File: src/rtl/mac_audio_pkg.sv
`default_nettype none
// ============================================================================
// mac_audio_pkg : shared types, widths and defaults for the audio resampler
// Rev 1.0
// ============================================================================
package mac_audio_pkg;

  localparam int IN_W       = 11;
  localparam int OUT_W      = 16;
  localparam int FRAC_W     = 8;
  localparam int CNT_W      = 16;
  localparam int ACC_W      = 26;
  localparam int DIVD_W     = CNT_W + FRAC_W;
  localparam int PROD_W     = IN_W + FRAC_W + 2;
  localparam int MIN_PERIOD = 64;

  localparam int DEF_CLK_HZ     = 32500000;
  localparam int DEF_OUT_HZ     = 48000;
  localparam int DEF_NOM_PERIOD = 1460;

  typedef enum logic [1:0] {
    IDLE = 2'd0,
    DIV  = 2'd1,
    MUL  = 2'd2,
    OUT  = 2'd3
  } state_t;

  function automatic logic [CNT_W-1:0] sat_inc(input logic [CNT_W-1:0] v);
    return (v == '1) ? v : v + CNT_W'(1);
  endfunction

endpackage
`default_nettype wire

File: src/rtl/mac_audio_resampler_if.sv
`default_nettype none
// ============================================================================
// mac_audio_resampler_if : sample input / PCM output bundle
// Rev 1.0
// ============================================================================
interface mac_audio_resampler_if;
  import mac_audio_pkg::*;

  logic signed [IN_W-1:0]  sample_in;
  logic                    sample_valid;
  logic signed [OUT_W-1:0] pcm_out;
  logic                    pcm_strobe;

  modport master (output sample_in, output sample_valid, input pcm_out, input pcm_strobe);
  modport slave  (input sample_in, input sample_valid, output pcm_out, output pcm_strobe);
endinterface
`default_nettype wire

File: src/rtl/frac_divider.sv
`default_nettype none
// ============================================================================
// frac_divider : 8-step restoring divider, one quotient bit per cycle MSB first
// Rev 1.0
// ============================================================================
module frac_divider
  import mac_audio_pkg::*;
(
  input  logic              clk32,
  input  logic              reset,
  input  logic              start,
  input  logic [DIVD_W-1:0] dividend,
  input  logic [CNT_W-1:0]  divisor,
  input  logic              force_max,
  output logic [FRAC_W-1:0] quotient,
  output logic              done
);
  logic [CNT_W-1:0]  rem;
  logic [FRAC_W-1:0] low;
  logic [FRAC_W-1:0] q;
  logic [2:0]        step;
  logic              busy;
  logic              forced;
  logic [CNT_W:0]    trial;
  logic [CNT_W-1:0]  diff;

  // The upper dividend half is below the divisor unless forced, so the
  // remainder after subtraction always fits CNT_W bits.
  always_comb begin
    trial = {rem, low[FRAC_W-1]};
    diff  = trial[CNT_W-1:0] - divisor;
  end

  always_ff @(posedge clk32) begin
    if (reset) begin
      rem    <= '0;
      low    <= '0;
      q      <= '0;
      step   <= '0;
      busy   <= 1'b0;
      forced <= 1'b0;
    end else if (start) begin
      rem    <= dividend[DIVD_W-1:FRAC_W];
      low    <= dividend[FRAC_W-1:0];
      q      <= '0;
      step   <= '0;
      busy   <= 1'b1;
      forced <= force_max;
    end else if (busy) begin
      if (trial >= {1'b0, divisor}) begin
        rem <= diff;
        q   <= {q[FRAC_W-2:0], 1'b1};
      end else begin
        rem <= trial[CNT_W-1:0];
        q   <= {q[FRAC_W-2:0], 1'b0};
      end
      low  <= {low[FRAC_W-2:0], 1'b0};
      step <= step + 3'd1;
      if (step == 3'd7) busy <= 1'b0;
    end
  end

  assign done     = busy && (step == 3'd7);
  assign quotient = forced ? '1 : q;

endmodule
`default_nettype wire

File: src/rtl/mac_audio_resampler.sv
`default_nettype none
// ============================================================================
// mac_audio_resampler : Mac sound stream to fixed-rate interpolated PCM
// Rev 1.0
// ============================================================================
module mac_audio_resampler
  import mac_audio_pkg::*;
#(
  parameter int CLK_HZ     = DEF_CLK_HZ,
  parameter int OUT_HZ     = DEF_OUT_HZ,
  parameter int NOM_PERIOD = DEF_NOM_PERIOD
) (
  input logic                  clk32,
  input logic                  reset,
  mac_audio_resampler_if.slave aud
);
  logic [ACC_W-1:0]         acc;
  logic [ACC_W:0]           acc_sum;
  logic                     tick;
  logic signed [IN_W-1:0]   prev, cur, snap_a, snap_b, res, res_nx;
  logic signed [IN_W-1:0]   eff_a, eff_b;
  logic [CNT_W-1:0]         elapsed, period, new_period, eff_e, eff_p;
  state_t                   state, state_nx;
  logic                     start, div_done;
  logic [FRAC_W-1:0]        frac;
  logic signed [IN_W:0]     diff;
  logic signed [PROD_W-1:0] prod;

  always_comb begin
    acc_sum = {1'b0, acc} + (ACC_W+1)'(OUT_HZ);
    tick    = acc_sum >= (ACC_W+1)'(CLK_HZ);
  end

  always_ff @(posedge clk32) begin
    if (reset)     acc <= '0;
    else if (tick) acc <= ACC_W'(acc_sum - (ACC_W+1)'(CLK_HZ));
    else           acc <= acc_sum[ACC_W-1:0];
  end

  // Snapshot values as they will look after this cycle's history update,
  // so a sample arriving together with a tick is seen immediately.
  always_comb begin
    new_period = (elapsed >= CNT_W'(MIN_PERIOD)) ? sat_inc(elapsed) : period;
    eff_e = aud.sample_valid ? '0 : elapsed;
    eff_p = aud.sample_valid ? new_period : period;
    eff_a = aud.sample_valid ? cur : prev;
    eff_b = aud.sample_valid ? aud.sample_in : cur;
  end

  always_ff @(posedge clk32) begin
    if (reset) begin
      prev    <= '0;
      cur     <= '0;
      elapsed <= '0;
      period  <= CNT_W'(NOM_PERIOD);
    end else if (aud.sample_valid) begin
      prev    <= cur;
      cur     <= aud.sample_in;
      elapsed <= '0;
      period  <= new_period;
    end else begin
      elapsed <= sat_inc(elapsed);
    end
  end

  always_comb begin
    state_nx = state;
    start    = 1'b0;
    case (state)
      IDLE: if (tick) begin
        start    = 1'b1;
        state_nx = DIV;
      end
      DIV:     if (div_done) state_nx = MUL;
      MUL:     state_nx = OUT;
      OUT:     state_nx = IDLE;
      default: state_nx = IDLE;
    endcase
  end

  frac_divider u_div (
    .clk32     (clk32),
    .reset     (reset),
    .start     (start),
    .dividend  ({eff_e, {FRAC_W{1'b0}}}),
    .divisor   (eff_p),
    .force_max (eff_e >= eff_p),
    .quotient  (frac),
    .done      (div_done)
  );

  // Arithmetic shift floors toward -inf; the result lies between a and b.
  always_comb begin
    diff   = {snap_b[IN_W-1], snap_b} - {snap_a[IN_W-1], snap_a};
    prod   = PROD_W'(diff) * PROD_W'($signed({1'b0, frac}));
    res_nx = IN_W'(PROD_W'(snap_a) + (prod >>> FRAC_W));
  end

  always_ff @(posedge clk32) begin
    if (reset) begin
      state  <= IDLE;
      snap_a <= '0;
      snap_b <= '0;
      res    <= '0;
    end else begin
      state <= state_nx;
      if (start) begin
        snap_a <= eff_a;
        snap_b <= eff_b;
      end
      if (state == MUL) res <= res_nx;
    end
  end

  assign aud.pcm_out    = {res, {(OUT_W-IN_W){1'b0}}};
  assign aud.pcm_strobe = (state == OUT);

endmodule
`default_nettype wire

File: src/flat_wrapper.sv
// flat-port wrapper written by rule: the top's interface ports become plain ports
module mac_audio_resampler_flat import mac_audio_pkg::*;
#(
  parameter int CLK_HZ     = DEF_CLK_HZ,
  parameter int OUT_HZ     = DEF_OUT_HZ,
  parameter int NOM_PERIOD = DEF_NOM_PERIOD
)
  (clk32, reset, aud_sample_in, aud_sample_valid, aud_pcm_out, aud_pcm_strobe);
  mac_audio_resampler_if aud_i ();
  input logic clk32;
  input logic reset;
  input wire logic [$bits(aud_i.sample_in)-1:0] aud_sample_in;
  input wire logic [$bits(aud_i.sample_valid)-1:0] aud_sample_valid;
  output wire logic [$bits(aud_i.pcm_out)-1:0] aud_pcm_out;
  output wire logic [$bits(aud_i.pcm_strobe)-1:0] aud_pcm_strobe;
  assign aud_i.sample_in = aud_sample_in;
  assign aud_i.sample_valid = aud_sample_valid;
  assign aud_pcm_out = aud_i.pcm_out;
  assign aud_pcm_strobe = aud_i.pcm_strobe;
  mac_audio_resampler #(.CLK_HZ(CLK_HZ), .OUT_HZ(OUT_HZ), .NOM_PERIOD(NOM_PERIOD)) u_core (.clk32(clk32), .reset(reset), .aud(aud_i));
endmodule
File: config.mk
export PLATFORM = sky130hd
export DESIGN_NAME = mac_audio_resampler_flat
export DESIGN_NICKNAME = d
export VERILOG_FILES = /design/src/rtl/mac_audio_pkg.sv /design/src/rtl/mac_audio_resampler_if.sv /design/src/rtl/frac_divider.sv /design/src/rtl/mac_audio_resampler.sv /design/src/flat_wrapper.sv
export SDC_FILE = /design/constraint.sdc
export NUM_CORES = 1
export LEC_CHECK = 0
export ABC_AREA = 1
export CORE_MARGIN = 2
export CORE_UTILIZATION = 25
export DETAILED_ROUTE_END_ITERATION = 8
export PLACE_DENSITY_LB_ADDON = 0.3
export SLEW_MARGIN = 15
export SYNTH_ARGS = -nofsm -noshare
export SYNTH_HDL_FRONTEND = slang
export SYNTH_SLANG_ARGS = --single-unit
export TNS_END_PERCENT = 30
File: constraint.sdc
create_clock -name clk32 -period 18.4 [get_ports clk32]
set_clock_uncertainty 0.1 [all_clocks]
set_input_delay 3.68 -clock clk32 [delete_from_list [all_inputs] [get_ports clk32]]
set_output_delay 3.68 -clock clk32 [all_outputs]
set_load 0.005 [all_outputs]
==> results.sh, run 1 <==
export IMPL_met2WireLength_um=14700
export IMPL_layout_commonest_cell="nand2_1"
export IMPL_reg2reg_to="u_core.res[10]"
export IMPL_synthesis_area_per_instance_um2=6.92
export IMPL_final_slew_violations=0
export IMPL_detailroute_wirelength_met3_um=779
export IMPL_total_power_density_per_cell_area_nw_per_um2=64.3
export IMPL_clk_path_buf_depth=2
export IMPL_die_width_um=223
export IMPL_synth_compound_area_frac=0.101
export IMPL_peakVddDrop_mv=0.0622
export IMPL_synth_fa_ha_area_frac=0.231
export IMPL_timing_hold_worst_start="u_core.u_div.step[1]"
export IMPL_netlist_instances=1727
export IMPL_ys_seq_area_frac=0.233
export IMPL_crit_start="u_core.snap_b[0]"
export IMPL_cts_buffers_inserted=17
export IMPL_ioPinCount=31
export IMPL_timing_critical_path_required_ns=18.64
export IMPL_library_cell_appearing_most_often_on_the_critical_path="nand2_1"
export IMPL_worstSetupPathType="register to register"
export IMPL_route_final_wire_length_um=30500
export IMPL_post_route_cells_drive_above_1_share=0.0499
export IMPL_worst_endpoint_arrival_ns=8.33
export IMPL_portBuffers=25
export IMPL_hp_class="register to register"
export IMPL_netSwitchingPower_w=0.000252
export IMPL_synth_seq_cells=139
export IMPL_hold_path_depth=2
export IMPL_cap_viol_max_count=0
export IMPL_leakage_nw=6.48
export IMPL_post_cts_resize_count=0
export IMPL_drt_antenna_violating_nets=0
export IMPL_die_footprint_um2=49600
export IMPL_crit_path_max_incr_delay_ns=0.65
export IMPL_routedLengthMet1_um=14100
export IMPL_synth_top_cell_area_share=0.233
export IMPL_dp_cells=2325
export IMPL_critical_path_slowest_cell="o21ai_0"
export IMPL_synth_warnings=0
export IMPL_hold_buffers=0
export IMPL_largest_net_degree_at_the_start_of_global_routing=60
export IMPL_p_int_w=0.000610
export IMPL_seq_power_share=0.390
export IMPL_min_delay_worst_endpoint="u_core.u_div.step[1]"
export IMPL_worstPathMaxFanout=6
export IMPL_synth_top_cell_by_area="dfxtp_1"
export IMPL_drt_iter0_markers=580
export IMPL_rsz0062_at_grt="no"
export IMPL_finalCriticalPeriod_ns=8.09
export IMPL_yosys_mux_area_fraction=0.00419
export IMPL_worstPathBufferInverterCount=8
export IMPL_synth_main_ff_cell="dfxtp_1"
export IMPL_power_combinational_fraction=0.165
export IMPL_wl_per_cell_um=12.9
export IMPL_fillerInstances=5272
export IMPL_count_of_cell_types_in_the_netlist=47
export IMPL_aggregate_global_routing_overflow=0
export IMPL_synthArstFlopShare=0
export IMPL_finalNetCount=1919
export IMPL_postCtsSetupBuffers=0
export IMPL_clkSinkCount=139
export IMPL_yosys_area_share_simple=0.277
export IMPL_portion_of_the_clock_cycle_consumed_by_the_worst_path_in_the_final_layout=0.440
export IMPL_vertical_die_dimension_um=223
export IMPL_cts_tree="done"
export IMPL_layout_cells_most_common_list="379 x nand2_1, 273 x inv_1, 223 x nor2_1, 139 x dfxtp_1, 130 x a21oi_1"
export IMPL_power_share_switching=0.293
export IMPL_grt_pass1_wl_um=51400
export IMPL_timing_fmax_mhz=124
export IMPL_clk_insertion_delay_late_ns=0.44
export IMPL_grt_pass1_vias=10363
export IMPL_yosys_top_cells_area="dfxtp_1 23%, fa_1 13%, nand2_1 12%, ha_1 11%, inv_1 8.6%"
export IMPL_finalHoldViolCount=0
export IMPL_htree_levels=4
export IMPL_initial_utilization=0.252
export IMPL_root_buffer="clkbuf_16"
export IMPL_firstDrtPassIters=5
export IMPL_routed_via_count=10461
export IMPL_clkPwrFrac=0.445
export IMPL_regToRegStartpoint="u_core.snap_b[0]"
export IMPL_areaGrowthSynthToFinish_pct=12.2
export IMPL_floorplan_rows=80
export IMPL_grt_util_all_layers=0.128
export IMPL_run_status="finished clean"
export IMPL_hpwl_detailed_um=24000
export IMPL_synthXorXnorAreaFrac=0.0395
export IMPL_number_of_remaining_drc_errors=0
export IMPL_design_core_area_um2=47400
export IMPL_syn_area_um2=12000
export IMPL_cts_reportedPaths_clkPinSlew_ns=0.06
export IMPL_worstMarginPinSlew_ns=0.958
export IMPL_combinational_family_with_the_most_area_after_synthesis="simple AND/OR/NAND/NOR gates"
export IMPL_timing_setup_tns_ns=0
export IMPL_worst_reg_to_reg_setup_slack_ns=10.31
export IMPL_synth_enable_flop_cells=0
export IMPL_drt_vias_per_instance=4.44
export IMPL_r2r_worst_path_cells=45
export IMPL_worst_case_headroom_to_the_max_slew_limit=0.359
export IMPL_cp_top_family="adder cells"
export IMPL_final_setup_viol_count=0
export IMPL_gp_congestion=0.856
export IMPL_diodes=0
export IMPL_topRoutingLayerUsed="met4"
export IMPL_start_kind="register"
export IMPL_grt_antenna_before_repair=0
export IMPL_critPathCaptureType="register"
export IMPL_layout_cells_non_filler=2357
state kept, by name (all words and copies together), names as in the netlist, 2 cells and up:
| signal | flops |
|---|---|
| u_core.acc | 21 |
| u_core.elapsed | 16 |
| u_core.period | 16 |
| u_core.u_div.rem | 16 |
| u_core.cur | 11 |
| u_core.prev | 11 |
| u_core.res | 11 |
| u_core.snap_a | 11 |
| u_core.snap_b | 11 |
| u_core.u_div.q | 8 |
| u_core.u_div.step | 3 |
| u_core.state | 2 |
cells in the mapped netlist, types with 2 or more instances:
cell / n
nand2_1: 379
inv_1: 274
nor2_1: 223
dfxtp_1: 139
a21oi_1: 130
nand3_1: 105
ha_1: 101
fa_1: 75
o21ai_0: 55
xor2_1: 33
clkbuf_1: 29
nor3_1: 24
xnor2_1: 19
inv_2: 12
o21ai_1: 12
nand3b_1: 11
nand4_1: 11
buf_4: 8
nand2_2: 8
a21o_1: 7
or2_2: 7
buf_2: 6
buf_1: 5
buf_6: 5
mux2i_1: 5
a211oi_1: 4
a211oi_2: 4
nand3_2: 4
nor2_2: 4
nor4_1: 4
a31oi_1: 3
a21boi_0: 2
and3_1: 2
nor3b_1: 2
o21a_1: 2
o21bai_1: 2
worst min-delay path: cells and delay by family (launching register included):
| family | cells | cell delay [ns] |
|---|---|---|
| AOI/OAI and AO/OA | 1 | 0.05 |
| DFF | 1 | 0.31 |
| and+or+nand+nor | 1 | 0.06 |
layer usage:
metal / up-vias / track usage
met5: - / 0
met4: 0 / 0.0496
met3: 50 / 0.0176
met2: 144 / 0.223
met1: 4858 / 0.158
li1: 5409 / -
layout make-up:
class / count / area [um^2] / share of cell area
inverter: 287 / 1080 / 0.0803
clock inverter: 12 / 184 / 0.0137
timing repair buffer: 33 / 305 / 0.0228
multi-input combinational: 1251 / 7830 / 0.584
sequential: 139 / 2780 / 0.207
tap: 615 / 769 / 0.0574
clock buffer: 20 / 467 / 0.0348
how the worst max path moves through the flow:
stage	to	slack, ns	depth (start not counted)
2_1_floorplan	u_core.res[10]	11.31	44
3_3_place_gp	u_core.u_div.rem[10]	10.26	19
3_5_place_dp	u_core.u_div.rem[10]	10.17	19
4_1_cts	u_core.res[10]	10.27	45
5_1_grt	u_core.res[10]	9.55	45
6_report	u_core.res[10]	10.31	45
through the flow:
step / setup WS [ns] / instance area [um^2] / util / hold slack, ns / total power, W
after CTS: 10.27 / 13400 / 0.283 / 0.369 / 0.000870
after detailed placement: 10.17 / 12800 / 0.269 / 0.361 / 0.000484
after global placement: 10.26 / 12800 / 0.269 / 0.349 / 0.000482
after global routing: 9.55 / 13400 / 0.283 / 0.390 / 0.000907
final: 10.31 / 13400 / 0.283 / 0.366 / 0.000862
after floorplan: 11.31 / 12000 / - / 0.337 / 0.000437
power groups by stage:
| stage | registers, W | clock network [W] | logic [W] |
|---|---|---|---|
| after floorplan | 0.000339 | 0 | 0.0000982 |
| after global placement | 0.000342 | 0 | 0.000140 |
| after detailed placement | 0.000343 | 0 | 0.000141 |
| after CTS | 0.000336 | 0.000392 | 0.000142 |
| after global routing | 0.000338 | 0.000405 | 0.000163 |
| final | 0.000336 | 0.000384 | 0.000142 |
logic make-up (layout without fill, tap and decap cells):
| group | after synthesis | in the layout |
|---|---|---|
| AO/OA/AOI/OAI | 224 | 224 |
| XOR/XNOR | 53 | 53 |
| adder cells (fa/ha/maj) | 176 | 176 |
| buffers and inverters | 341 | 352 |
| flip-flops | 139 | 139 |
| multiplexers | 5 | 5 |
| other | 1 | 5 |
| AND/OR/NAND/NOR | 788 | 788 |
(Power assumes the default switching activity.)
==> inputs of run 2 (changes only) <==
==> constraint.sdc (replaced) <==
create_clock -name clk32 -period 8 [get_ports clk32]
set_clock_uncertainty 0.1 [all_clocks]
set_input_delay 1.6 -clock clk32 [delete_from_list [all_inputs] [get_ports clk32]]
set_output_delay 1.6 -clock clk32 [all_outputs]
set_load 0.005 [all_outputs]
==> results.sh, run 2 (synthesized netlist as in run 1, its figures left out) <==
export IMPL_hpwl_detailed_um=23400
export IMPL_timing_fmax_mhz=134
export IMPL_peakVddDrop_mv=0.153
export IMPL_diodes=0
export IMPL_clk_path_buf_depth=2
export IMPL_hold_path_depth=2
export IMPL_routed_via_count=10519
export IMPL_cts_tree="done"
export IMPL_die_footprint_um2=49600
export IMPL_final_slew_violations=0
export IMPL_critPathCaptureType="register"
export IMPL_initial_utilization=0.252
export IMPL_finalCriticalPeriod_ns=7.44
export IMPL_worstSetupPathType="register to register"
export IMPL_cap_viol_max_count=0
export IMPL_wl_per_cell_um=12.7
export IMPL_number_of_remaining_drc_errors=0
export IMPL_design_core_area_um2=47400
export IMPL_regToRegStartpoint="u_core.snap_a[0]"
export IMPL_cts_buffers_inserted=17
export IMPL_layout_commonest_cell="nand2_1"
export IMPL_worst_endpoint_arrival_ns=7.68
export IMPL_cts_reportedPaths_clkPinSlew_ns=0.06
export IMPL_areaGrowthSynthToFinish_pct=12.2
export IMPL_total_power_consumption_w=0.00192
export IMPL_top_register="u_core.acc"
export IMPL_clkPwrFrac=0.430
export IMPL_timing_hold_worst_start="u_core.prev[0]"
export IMPL_gp_congestion=0.852
export IMPL_finalHoldViolCount=0
export IMPL_floorplan_rows=80
export IMPL_firstDrtPassIters=5
export IMPL_fillerInstances=5305
export IMPL_critical_path_slowest_cell="fa_1"
export IMPL_drt_vias_per_instance=4.46
export IMPL_clk_insertion_delay_late_ns=0.44
export IMPL_grt_antenna_before_repair=0
export IMPL_post_route_cells_drive_above_1_share=0.0539
export IMPL_start_kind="register"
export IMPL_library_cell_appearing_most_often_on_the_critical_path="nand2_1"
export IMPL_portBuffers=25
export IMPL_netSwitchingPower_w=0.000565
export IMPL_layout_cells_non_filler=2360
export IMPL_timing_final_ws_setup_ns=0.559
export IMPL_worst_reg_to_reg_setup_slack_ns=0.56
export IMPL_layout_cells_most_common_list="377 x nand2_1, 273 x inv_1, 223 x nor2_1, 139 x dfxtp_1, 129 x a21oi_1"
export IMPL_vertical_die_dimension_um=223
export IMPL_aggregate_global_routing_overflow=0
export IMPL_timing_critical_path_required_ns=8.24
export IMPL_crit_path_max_incr_delay_ns=0.52
export IMPL_power_combinational_fraction=0.169
export IMPL_leakage_nw=6.49
export IMPL_seq_power_share=0.401
export IMPL_min_delay_worst_endpoint="u_core.prev[0]"
export IMPL_drt_iter0_markers=485
export IMPL_worstMarginPinSlew_ns=0.900
export IMPL_worstPathMaxFanout=5
export IMPL_grt_pass1_wl_um=50600
export IMPL_run_status="finished clean"
export IMPL_portion_of_the_clock_cycle_consumed_by_the_worst_path_in_the_final_layout=0.930
export IMPL_dp_cells=2329
export IMPL_rsz0062_at_grt="no"
export IMPL_worst_case_headroom_to_the_max_slew_limit=0.396
export IMPL_finalNetCount=1923
export IMPL_grt_pass1_vias=10352
export IMPL_total_power_density_per_cell_area_nw_per_um2=143
export IMPL_largest_register_ff_count=21
export IMPL_largest_net_degree_at_the_start_of_global_routing=71
export IMPL_drt_antenna_violating_nets=0
export IMPL_root_buffer="clkbuf_16"
export IMPL_final_setup_viol_count=0
export IMPL_timing_setup_tns_ns=0
export IMPL_placement_setup_worst_slack_ns=0.436
export IMPL_power_share_switching=0.294
export IMPL_die_width_um=223
export IMPL_hp_class="register to register"
export IMPL_route_final_wire_length_um=29900
export IMPL_clkSinkCount=139
export IMPL_reg2reg_to="u_core.res[10]"
export IMPL_htree_levels=4
export IMPL_p_int_w=0.00136
export IMPL_r2r_worst_path_cells=44
export IMPL_ioPinCount=31
export IMPL_grt_util_all_layers=0.126
[run 2: critical path: cells and delay by family, from the launching register on]
family / cells / cell delay (ns)
xor gates and xnor gates: 3 / 0.44
AOI/OAI and AO/OA: 7 / 0.99
adders and majority gates: 8 / 3.07
DFF: 1 / 0.36
buffers and inverters: 8 / 0.55
and+or+nand+nor: 18 / 1.83
[run 2: stage by stage]
step / hold WS, ns / utilization / instance area (um^2)
3_3_place_gp: 0.353 / 0.270 / 12800
2_1_floorplan: 0.337 / - / 12000
4_1_cts: 0.367 / 0.282 / 13400
5_1_grt: 0.393 / 0.283 / 13400
3_5_place_dp: 0.356 / 0.270 / 12800
6_report: 0.365 / 0.283 / 13400
[run 2: what timing repair did]
item / in CTS / in global routing
setup endpoints to repair: 0 / 2
buffers inserted: 0 / 0
hold buffers: 0 / 0
gates resized for setup: 0 / 7
[run 2: worst max-delay path by stage]
stage,startpoint,endpoint,slack [ns]
floorplan,u_core.snap_a[0],u_core.res[10],0.91
global placement,u_core.snap_a[0],u_core.res[10],0.53
detailed placement,u_core.snap_a[0],u_core.res[10],0.44
CTS,u_core.snap_a[0],u_core.res[10],0.39
global route,u_core.snap_b[0],u_core.res[10],0.02
finish,u_core.snap_a[0],u_core.res[10],0.56
[run 2: power by group through the flow]
stage | sequential (W) | clock (W) | combinational, W
2_1_floorplan | 0.000780 | 0 | 0.000226
3_3_place_gp | 0.000786 | 0 | 0.000324
3_5_place_dp | 0.000787 | 0 | 0.000325
4_1_cts | 0.000772 | 0.000852 | 0.000327
5_1_grt | 0.000777 | 0.000881 | 0.000369
6_report | 0.000771 | 0.000826 | 0.000325
[run 2: routing by layer]
layer | vias to the layer above | GRT usage | routed length (um)
li1 | 5415 | - | -
met1 | 4918 | 0.158 | 14000
met2 | 149 | 0.215 | 14200
met3 | 37 | 0.0226 | 925
met4 | 0 | 0.0450 | 709
met5 | - | 0 | 0
[run 2: final cells by class]
| class | count | area, um^2 | share of cell area |
|---|---|---|---|
| Clock buffer | 20 | 457 | 0.0341 |
| Clock inverter | 11 | 144 | 0.0107 |
| Inverter | 287 | 1080 | 0.0803 |
| Multi-Input combinational cell | 1251 | 7850 | 0.585 |
| Sequential cell | 139 | 2780 | 0.207 |
| Tap cell | 615 | 769 | 0.0574 |
| Timing Repair Buffer | 37 | 335 | 0.0250 |
==> inputs of run 3 (changes only) <==
--- a/config.mk
+++ b/config.mk
@@ -9,6 +9,7 @@
 export CORE_MARGIN = 2
 export CORE_UTILIZATION = 25
 export DETAILED_ROUTE_END_ITERATION = 8
+export MAX_ROUTING_LAYER = met4
 export PLACE_DENSITY_LB_ADDON = 0.3
 export SLEW_MARGIN = 15
 export SYNTH_ARGS = -nofsm -noshare
==> results.sh, run 3 (synthesized netlist as in run 1, its figures left out) <==
export IMPL_clk_insertion_delay_late_ns=0.44
export IMPL_hp_class="register to register"
export IMPL_sequential_cell_area_um2=2780
export IMPL_grt_pass1_vias=10356
export IMPL_die_footprint_um2=49600
export IMPL_clkPwrFrac=0.430
export IMPL_layout_cells_most_common_list="377 x nand2_1, 273 x inv_1, 223 x nor2_1, 139 x dfxtp_1, 129 x a21oi_1"
export IMPL_worstSetupPathType="register to register"
export IMPL_largest_net_degree_at_the_start_of_global_routing=71
export IMPL_placement_setup_worst_slack_ns=0.436
export IMPL_timing_hold_ws_ns=0.364
export IMPL_hold_buffers=0
export IMPL_timing_fmax_mhz=134
export IMPL_critPathCaptureType="register"
export IMPL_rsz0062_at_grt="no"
export IMPL_timing_critical_path_required_ns=8.24
export IMPL_final_setup_viol_count=0
export IMPL_global_routing_met1_resource_utilization=0.158
export IMPL_post_cts_resize_count=0
export IMPL_multi_input_area_um2=7850
export IMPL_die_width_um=223
export IMPL_firstDrtPassIters=5
export IMPL_hold_path_depth=2
export IMPL_leakage_nw=6.49
export IMPL_htree_levels=4
export IMPL_crit_path_max_incr_delay_ns=0.52
export IMPL_worst_case_headroom_to_the_max_slew_limit=0.396
export IMPL_portBuffers=25
export IMPL_route_final_wire_length_um=29800
export IMPL_grt_pass1_wl_um=50600
export IMPL_timing_final_ws_setup_ns=0.561
export IMPL_wl_per_cell_um=12.6
export IMPL_largest_register_ff_count=21
export IMPL_worst_endpoint_arrival_ns=7.67
export IMPL_vertical_die_dimension_um=223
export IMPL_diodes=0
export IMPL_floorplan_rows=80
export IMPL_r2r_worst_path_cells=44
export IMPL_critical_path_slowest_cell="fa_1"
export IMPL_power_share_switching=0.293
export IMPL_clk_path_buf_depth=2
export IMPL_netSwitchingPower_w=0.000564
export IMPL_start_kind="register"
export IMPL_hpwl_detailed_um=23400
export IMPL_portion_of_the_clock_cycle_consumed_by_the_worst_path_in_the_final_layout=0.930
export IMPL_library_cell_appearing_most_often_on_the_critical_path="nand2_1"
export IMPL_global_route_usage_met2=0.215
export IMPL_post_route_cells_drive_above_1_share=0.0539
export IMPL_drt_antenna_violating_nets=0
export IMPL_layout_commonest_cell="nand2_1"
export IMPL_cts_reportedPaths_clkPinSlew_ns=0.06
export IMPL_final_slew_violations=0
export IMPL_grt_antenna_before_repair=0
export IMPL_areaGrowthSynthToFinish_pct=12.2
export IMPL_utilization=0.283
export IMPL_grt_util_all_layers=0.129
export IMPL_finalHoldViolCount=0
export IMPL_worstMarginPinSlew_ns=0.901
export IMPL_design_core_area_um2=47400
export IMPL_finalCriticalPeriod_ns=7.44
export IMPL_clkSinkCount=139
export IMPL_fillerInstances=5305
export IMPL_cts_buffers_inserted=17
export IMPL_peakVddDrop_mv=0.153
export IMPL_drt_iter0_markers=480
export IMPL_initial_utilization=0.252
export IMPL_postCtsSetupBuffers=0
export IMPL_gp_congestion=0.866
export IMPL_finalNetCount=1923
export IMPL_top_register="u_core.acc"
export IMPL_total_power_density_per_cell_area_nw_per_um2=143
export IMPL_cap_viol_max_count=0
export IMPL_power_combinational_fraction=0.169
export IMPL_root_buffer="clkbuf_16"
export IMPL_busiest_layer="met2"
export IMPL_groute_layer_met3_usage=0.0242
export IMPL_number_of_remaining_drc_errors=0
export IMPL_total_power_consumption_w=0.00192
export IMPL_routed_via_count=10475
export IMPL_drt_vias_per_instance=4.44
export IMPL_worstPathMaxFanout=5
export IMPL_p_int_w=0.00136
export IMPL_timing_setup_tns_ns=0
export IMPL_aggregate_global_routing_overflow=0
export IMPL_seq_power_share=0.402
export IMPL_ioPinCount=31
export IMPL_run_status="finished clean"
export IMPL_cts_tree="done"
## run 3: per-layer routing
metal | up-vias | share of wire
li1 | 5415 | -
met1 | 4900 | 0.48
met2 | 125 | 0.48
met3 | 35 | 0.025
met4 | 0 | 0.023
met5 | - | 0
## run 3: stage by stage
| step | instance area, um^2 | std cells |
|---|---|---|
| after CTS | 13400 | 2360 |
| after global routing | 13400 | 2360 |
| final | 13400 | 2360 |
| after floorplan | 12000 | 1731 |
| after global placement | 12800 | 2329 |
| after detailed placement | 12800 | 2329 |
## run 3: worst max-delay path: cells and delay by family, from the launching register on
family,cells,cell delay (ns)
fa+ha+maj,8,3.07
simple gates,18,1.81
compound gates,7,0.99
buf+inv,8,0.55
xor+xnor,3,0.44
flops,1,0.36
## run 3: power by group through the flow
stage          Sequential, W  Clock, W  Combinational [W]
2_1_floorplan       0.000780         0           0.000226
5_1_grt             0.000777  0.000881           0.000369
3_5_place_dp        0.000787         0           0.000325
3_3_place_gp        0.000786         0           0.000324
4_1_cts             0.000772  0.000852           0.000327
6_report            0.000771  0.000826           0.000324
## run 3: worst paths after layout
kind / start / endpoint / slack [ns]
max: u_core.snap_a[0] / u_core.res[10] / 0.56
min: u_core.prev[0] / u_core.prev[0] / 0.36
max reg2reg: u_core.snap_a[0] / u_core.res[10] / 0.56
min reg2reg: u_core.prev[0] / u_core.prev[0] / 0.36
## run 3: final cells by class
| cell class | instances | area share |
|---|---|---|
| multi-input cells | 1251 | 0.585 |
| well taps | 615 | 0.0574 |
| clock buffers | 20 | 0.0341 |
| clock inverters | 11 | 0.0107 |
| flip-flops and latches | 139 | 0.207 |
| inverters | 287 | 0.0803 |
| repair buffers | 37 | 0.0250 |
